File: src/rtl/ariane_pkg.sv
// Shared types and constants for the fetch front-end.
package ariane_pkg;

   typedef enum logic [1:0] {
      IDLE,
      FETCH,
      DRAIN
   } fetch_seq_state_e;

   localparam int unsigned FETCH_WIDTH_DFLT = 32;
   localparam int unsigned FETCH_ALIGN_BITS = $clog2(FETCH_WIDTH_DFLT / 8);

   // Number of PC bits below the fetch-block boundary.
   function automatic int unsigned fetch_align_bits(input int unsigned fetch_width);
      return $clog2(fetch_width / 8);
   endfunction

endpackage

File: src/rtl/fetch_addr_fifo.sv
// Small FIFO holding the addresses of issued but unanswered I-cache requests.
module fetch_addr_fifo
   import ariane_pkg::*;
#(
   parameter int unsigned DEPTH = 2,
   parameter int unsigned WIDTH = 32
) (
   input  logic             clk_i,
   input  logic             rst_ni,
   input  logic             flush_i,
   input  logic             push_i,
   input  logic [WIDTH-1:0] data_i,
   input  logic             pop_i,
   output logic [WIDTH-1:0] data_o,
   output logic             full_o,
   output logic             empty_o
);

   localparam int unsigned PW   = (DEPTH > 1) ? $clog2(DEPTH) : 1;
   localparam int unsigned CNTW = $clog2(DEPTH + 1);

   logic [PW-1:0]    wr_ptr_q, wr_ptr_d;
   logic [PW-1:0]    rd_ptr_q, rd_ptr_d;
   logic [CNTW-1:0]  cnt_q, cnt_d;
   logic [WIDTH-1:0] entries [DEPTH];

   function automatic logic [PW-1:0] ptr_inc(input logic [PW-1:0] p);
      return (p == PW'(DEPTH - 1)) ? '0 : p + PW'(1);
   endfunction

   always_comb begin
      wr_ptr_d = wr_ptr_q;
      rd_ptr_d = rd_ptr_q;
      cnt_d    = cnt_q;
      if (flush_i) begin
         wr_ptr_d = '0;
         rd_ptr_d = '0;
         cnt_d    = '0;
      end else begin
         if (push_i) wr_ptr_d = ptr_inc(wr_ptr_q);
         if (pop_i)  rd_ptr_d = ptr_inc(rd_ptr_q);
         cnt_d = cnt_q + CNTW'(push_i) - CNTW'(pop_i);
      end
   end

   always_ff @(posedge clk_i or negedge rst_ni) begin
      if (!rst_ni) begin
         wr_ptr_q <= '0;
         rd_ptr_q <= '0;
         cnt_q    <= '0;
      end else begin
         wr_ptr_q <= wr_ptr_d;
         rd_ptr_q <= rd_ptr_d;
         cnt_q    <= cnt_d;
      end
   end

   for (genvar gi = 0; gi < DEPTH; gi++) begin : g_entry
      logic [WIDTH-1:0] entry_q, entry_d;

      always_comb begin
         entry_d = entry_q;
         if (push_i && !flush_i && (wr_ptr_q == PW'(gi))) entry_d = data_i;
      end

      always_ff @(posedge clk_i or negedge rst_ni) begin
         if (!rst_ni) entry_q <= '0;
         else         entry_q <= entry_d;
      end

      assign entries[gi] = entry_q;
   end

   assign data_o  = entries[rd_ptr_q];
   assign full_o  = (cnt_q == CNTW'(DEPTH));
   assign empty_o = (cnt_q == '0);

endmodule

File: src/rtl/fetch_sequencer.sv
// Fetch controller: sequential I-cache requests, credit/outstanding limiting,
// redirect with drop counting, and zero-latency forwarding to the re-aligner.
module fetch_sequencer
   import ariane_pkg::*;
#(
   parameter int unsigned VLEN           = 32,
   parameter int unsigned FETCH_WIDTH    = FETCH_WIDTH_DFLT,
   parameter int unsigned NR_OUTSTANDING = 2,
   parameter int unsigned IQ_DEPTH       = 4
) (
   input  logic                   clk_i,
   input  logic                   rst_ni,
   input  logic [VLEN-1:0]        boot_addr_i,
   input  logic                   redirect_i,
   input  logic [VLEN-1:0]        redirect_addr_i,
   input  logic                   halt_i,
   output logic                   icache_req_o,
   output logic [VLEN-1:0]        icache_addr_o,
   input  logic                   icache_gnt_i,
   input  logic                   icache_rsp_i,
   input  logic [FETCH_WIDTH-1:0] icache_data_i,
   input  logic                   iq_credit_i,
   output logic                   realign_valid_o,
   output logic [VLEN-1:0]        realign_addr_o,
   output logic [FETCH_WIDTH-1:0] realign_data_o,
   output logic                   realign_flush_o,
   output logic                   busy_o
);

   localparam int unsigned ALIGN = fetch_align_bits(FETCH_WIDTH);
   localparam int unsigned OW    = $clog2(NR_OUTSTANDING + 1);
   localparam int unsigned CW    = $clog2(IQ_DEPTH + 1);

   fetch_seq_state_e state_q, state_d;
   logic [VLEN-1:0]  pc_q, pc_d;
   logic [OW-1:0]    outstanding_q, outstanding_d;
   logic [OW-1:0]    drop_cnt_q, drop_cnt_d;
   logic [CW-1:0]    credits_q, credits_d;

   logic [VLEN-1:0]  pc_next_blk, redir_pc, fifo_head;
   logic [OW-1:0]    n_keep;
   logic             req, issue, fwd, drop, flush;
   logic             fifo_full, fifo_empty;
   int               credit_sum;

   assign pc_next_blk = {pc_q[VLEN-1:ALIGN] + (VLEN-ALIGN)'(1), {ALIGN{1'b0}}};
   assign redir_pc    = redirect_addr_i & ~(VLEN'(1));
   // A response landing in the redirect cycle is itself dropped, so it is not kept.
   assign n_keep      = outstanding_q - OW'(icache_rsp_i);

   always_comb begin
      state_d       = state_q;
      pc_d          = pc_q;
      outstanding_d = outstanding_q;
      drop_cnt_d    = drop_cnt_q;
      credits_d     = credits_q;
      req           = 1'b0;
      issue         = 1'b0;
      fwd           = 1'b0;
      drop          = 1'b0;
      flush         = 1'b0;
      credit_sum    = int'(credits_q);
      unique case (state_q)
         IDLE: begin
            pc_d    = redirect_i ? redir_pc : boot_addr_i;
            state_d = FETCH;
         end
         FETCH, DRAIN: begin
            if (redirect_i) begin
               flush         = 1'b1;
               drop          = icache_rsp_i;
               pc_d          = redir_pc;
               outstanding_d = n_keep;
               drop_cnt_d    = n_keep;
               credits_d     = CW'(IQ_DEPTH) - CW'(n_keep);
               credit_sum    = int'(IQ_DEPTH) - int'(n_keep);
               state_d       = (n_keep != '0) ? DRAIN : FETCH;
            end else if (state_q == FETCH) begin
               req   = !halt_i && (credits_q != '0) &&
                       (outstanding_q < OW'(NR_OUTSTANDING));
               issue = req && icache_gnt_i;
               fwd   = icache_rsp_i;
               if (issue) pc_d = pc_next_blk;
               outstanding_d = outstanding_q + OW'(issue) - OW'(icache_rsp_i);
               credits_d     = credits_q + CW'(iq_credit_i) - CW'(issue);
               credit_sum    = int'(credits_q) + int'(iq_credit_i) - int'(issue);
            end else begin
               drop          = icache_rsp_i;
               outstanding_d = outstanding_q - OW'(icache_rsp_i);
               drop_cnt_d    = drop_cnt_q - OW'(icache_rsp_i);
               credits_d     = credits_q + CW'(iq_credit_i) + CW'(icache_rsp_i);
               credit_sum    = int'(credits_q) + int'(iq_credit_i) + int'(icache_rsp_i);
               if (icache_rsp_i && (drop_cnt_q == OW'(1))) state_d = FETCH;
            end
         end
         default: state_d = IDLE;
      endcase
   end

   always_ff @(posedge clk_i or negedge rst_ni) begin
      if (!rst_ni) begin
         state_q       <= IDLE;
         pc_q          <= '0;
         outstanding_q <= '0;
         drop_cnt_q    <= '0;
         credits_q     <= CW'(IQ_DEPTH);
      end else begin
         state_q       <= state_d;
         pc_q          <= pc_d;
         outstanding_q <= outstanding_d;
         drop_cnt_q    <= drop_cnt_d;
         credits_q     <= credits_d;
      end
   end

   fetch_addr_fifo #(
      .DEPTH (NR_OUTSTANDING),
      .WIDTH (VLEN)
   ) i_addr_fifo (
      .clk_i   (clk_i),
      .rst_ni  (rst_ni),
      .flush_i (1'b0),
      .push_i  (issue),
      .data_i  (pc_q),
      .pop_i   (fwd || drop),
      .data_o  (fifo_head),
      .full_o  (fifo_full),
      .empty_o (fifo_empty)
   );

   assign icache_req_o    = req;
   assign icache_addr_o   = pc_q;
   assign realign_valid_o = fwd;
   assign realign_addr_o  = fwd ? fifo_head : '0;
   assign realign_data_o  = fwd ? icache_data_i : '0;
   assign realign_flush_o = flush;
   assign busy_o          = (outstanding_q != '0);

   a_rsp_with_outstanding: assert property (@(posedge clk_i) disable iff (!rst_ni)
      icache_rsp_i |-> (outstanding_q != '0));
   a_credit_range: assert property (@(posedge clk_i) disable iff (!rst_ni)
      (credit_sum >= 0) && (credit_sum <= int'(IQ_DEPTH)));
   a_fifo_full: assert property (@(posedge clk_i) disable iff (!rst_ni)
      fifo_full == (outstanding_q == OW'(NR_OUTSTANDING)));
   a_fifo_empty: assert property (@(posedge clk_i) disable iff (!rst_ni)
      fifo_empty == (outstanding_q == '0));

endmodule

File: config.mk
export PLATFORM = sky130hd
export DESIGN_NAME = fetch_sequencer
export DESIGN_NICKNAME = d
export VERILOG_FILES = /design/src/rtl/ariane_pkg.sv /design/src/rtl/fetch_addr_fifo.sv /design/src/rtl/fetch_sequencer.sv
export SDC_FILE = /design/constraint.sdc
export NUM_CORES = 1
export LEC_CHECK = 0
export ABC_CLOCK_PERIOD_IN_PS = 3050
export CAP_MARGIN = 20
export CORE_MARGIN = 2
export CORE_UTILIZATION = 47
export DETAILED_ROUTE_END_ITERATION = 12
export PLACE_DENSITY = 0.85
export SLEW_MARGIN = 15
export SYNTH_ARGS = -nofsm -noshare
export SYNTH_HDL_FRONTEND = slang
export SYNTH_SLANG_ARGS = --single-unit
File: constraint.sdc
create_clock -name clk_i -period 3.05 [get_ports clk_i]
set_input_delay 0.61 -clock clk_i [delete_from_list [all_inputs] [get_ports clk_i]]
set_output_delay 0.61 -clock clk_i [all_outputs]
set_load 0.1 [all_outputs]
==> results.toml <==
[outcome]
status = "finished, final reports clean"

[timing]
slew-limit-headroom = 0.5892
whs_ns = 0.2185
worst_slew_pin_slew_ns = 0.6105
hold_violations = 0
fmax_mhz = 342.1
period_needed_ns = 2.923
setup_viol = 0
fin_crit_sh = 0.9583
slew_viol_final = 0
tns_ns = 0
rsz0062_at_grt = "false"
setup_slack_ns = 0.1273
fin_skew_ns = 0.01015

[final_layout]
layout_commonest_cell = "dfrtp_1"
n_antenna_cell = 0
synthToLayoutAreaGrowth_pct = 51.58
fin_nets = 936
layout-drive-gt1-share = 0.2861
layout_common_cells = "dfrtp_1 (105), clkdlybuf4s50_1 (99), nor2_1 (73), buf_12 (71), mux2_2 (65)"
fill_cells = 880
multi_input_area_um2 = 3288
seq_area_um2 = 2680

[min_path]
hold_path_class = "in2async"

[route]
wl_per_cell_um = 20.14
drc = 0
vias = 5924
routed_wl_um = 20080
firstDrtPassIters = 5
ant_nets = 0
drt-initial-drc-count = 475
via_per_inst = 5.942

[floorplan]
start_util = 0.4858
design.portCount = 203
die-area_um2 = 14080
rows = 41
die_x_um = 118.7
die_h_um = 118.7
fp.coreArea_um2 = 12720

[worst_setup_path]
critPathLaunch = "state_q[1]"
timing.rr.end = "credits_q[2]"
reg2reg_slack_ns = 0.36
crit_type = "reg2out"
cpMaxStageDelayCell = "dfrtp_1"
r2r_start = "state_q[1]"
cp.arrival_ns = 2.31
endpoint = "realign_data_o[18]"
crit_chain = "inv_1 -> ha_1 -> nor2b_4 -> nand3_1 -> buf_12 -> inv_1 -> buf_8 -> and2_1 -> buf_12"
crit_fanout = 33
worst_ep_required_time_ns = 2.44
end_kind = "output pin"
cpPeakStageDelay_ns = 0.39
cp-start-kind = "flip-flop"
reg2reg_depth = 14

[pwr]
power_leakage_nw = 4.100
max-vdd-ir-drop_mv = 0.6721
pwr_density_cell_nw_per_um2 = 1039

[clocking]
cts_hold_buf = 0
clock_sinks = 107
insertion_delay_ns = 0.35
cts_root_buf = "clkbuf_16"
htree_levels = 3
clkTransAtPathRegs_ns = 0.07
cts_tree = "done"
cts_made_buffers = 9
postCtsSetupRepairBufs = 0
cts_buffer_depth = 2

[yosys]
ys_types = 64
async_reset_ff_frac = 1.000
yosys-top-cells-area = "dfrtp_1 (43%), mux2_2 (12%), mux2i_1 (6.0%), nor2_1 (4.4%), a21oi_1 (3.5%)"
synth_fp_nets = 743
synth_top_area_share = 0.4291
synth_edf_count = 0
synthCells = 627
ys_warn_count = 0
synthFlopType = "dfrtp_1"
ys_seq_elements = 107
seq_area_frac_synth = 0.4334
synth_area_per_cell_um2 = 9.858
yosys.area.top_type = "dfrtp_1"
synth_area_um2 = 6181

[run]
maxCapViolCount = 0

[placed_design]
gp_congestion = 0.9631
dp_slack_ns = 0.08937
hpwlAfterDp_um = 14900
io_buffers = 201

[global_routing]
grt_pass1_vias = 6145
track_usage = 0.2897
grt_max_degree = 49
gr-total-overflow = 0
grt_pass1_wl_um = 32530
antenna_found_initial = 0
## registers in the layout, summed over array words and instances, names as in the netlist
signal and count:
credits_q 3, drop_cnt_q 2, i_addr_fifo.g_entry.entry_q 64, i_addr_fifo.rd_ptr_q 1
i_addr_fifo.wr_ptr_q 1, icache_addr_o 32, outstanding_q 2, state_q 2
## where the power goes
group          switching (W)  leakage, nW  total (W)  internal [W]
Clock               0.000535        0.156    0.00122      0.000685
Sequential          0.000693         1.38    0.00273       0.00204
Combinational        0.00387         2.56    0.00579       0.00192
## worst min-delay path by stage
| stage | to | slack (ns) | from | cells after the start |
|---|---|---|---|---|
| 2_1_floorplan | credits_q[0] | 0.31 | rst_ni | 0 |
| 3_3_place_gp | i_addr_fifo.g_entry[1].entry_q[26] | 0.47 | i_addr_fifo.g_entry[1].entry_q[26] | 2 |
| 3_5_place_dp | i_addr_fifo.g_entry[1].entry_q[26] | 0.49 | i_addr_fifo.g_entry[1].entry_q[26] | 2 |
| 4_1_cts | i_addr_fifo.g_entry[1].entry_q[5] | 0.24 | rst_ni | 1 |
| 5_1_grt | i_addr_fifo.g_entry[1].entry_q[5] | 0.25 | rst_ni | 1 |
| 6_report | i_addr_fifo.g_entry[1].entry_q[5] | 0.22 | rst_ni | 1 |
## kinds of logic (layout without fill, tap and decap cells)
| logic type | Yosys count | in the layout | share of synthesized area |
|---|---|---|---|
| AO/OA/AOI/OAI | 133 | 133 | 0.1399 |
| XOR/XNOR | 8 | 8 | 0.01134 |
| adder cells (fa/ha/maj) | 13 | 13 | 0.02753 |
| buffers and inverters | 55 | 253 | 0.03887 |
| flip-flops | 107 | 107 | 0.4334 |
| multiplexers | 102 | 102 | 0.1783 |
| AND/OR/NAND/NOR | 209 | 209 | 0.1706 |
## cell type report
class / instances / area share
tap: 172 / 0.02297
timing repair buffer: 225 / 0.3021
clock inverter: 5 / 0.006143
sequential: 107 / 0.2861
inverter: 12 / 0.004808
clock buffer: 11 / 0.02698
multi-input combinational: 465 / 0.3510
## layer usage
layer	share of wire	routed length (µm)	vias up	GRT usage
li1	-	-	2640	-
met1	0.35	7084	2872	0.3245
met4	0.039	773	0	0.1310
met3	0.088	1764	59	0.06612
met5	0	0	-	0
met2	0.52	10450	353	0.5208
## repair_timing
action	CTS	global route
hold endpoints to repair	0	0
resized for setup	2	2
endpoints found under the setup margin	33	32
## synthesized netlist by cell type (3+ instances only)
library cell,n
o22a_1,5
and2_1,33
nand3_1,23
a22oi_1,10
buf_4,4
mux2_2,65
a21oi_1,43
dfrtp_1,106
nor4_1,4
a31oi_1,5
a211oi_1,6
nand4_1,3
a311oi_1,4
or2_2,5
or3_1,3
inv_1,11
a22o_1,4
buf_2,9
nor2_1,73
ha_1,12
nor3_1,11
mux2i_1,37
nand2b_1,3
o31a_1,3
xnor2_1,8
clkbuf_1,22
o22ai_1,9
o21ai_0,24
nand2_1,35
buf_1,7
o31ai_1,3
## worst max-delay path, delay by kind of cell, from the launching register on
kind,cells,cell delay [ns]
AND/OR/NAND/NOR,3,0.56
flip-flops,1,0.39
buffers and inverters,5,0.77
adder cells (fa/ha/maj),1,0.21
## stage by stage
step | std cells | util | area (µm²) | total power [W]
finish | 997 | 0.7364 | 9369 | 0.009735
CTS | 997 | 0.7357 | 9360 | 0.009705
global placement | 981 | 0.7109 | 9044 | 0.008233
floorplan | 627 | - | 6192 | 0.006761
global route | 997 | 0.7364 | 9369 | 0.01023
detailed placement | 981 | 0.7109 | 9044 | 0.008454
No activity file was read; power rests on OpenSTA's default activity.
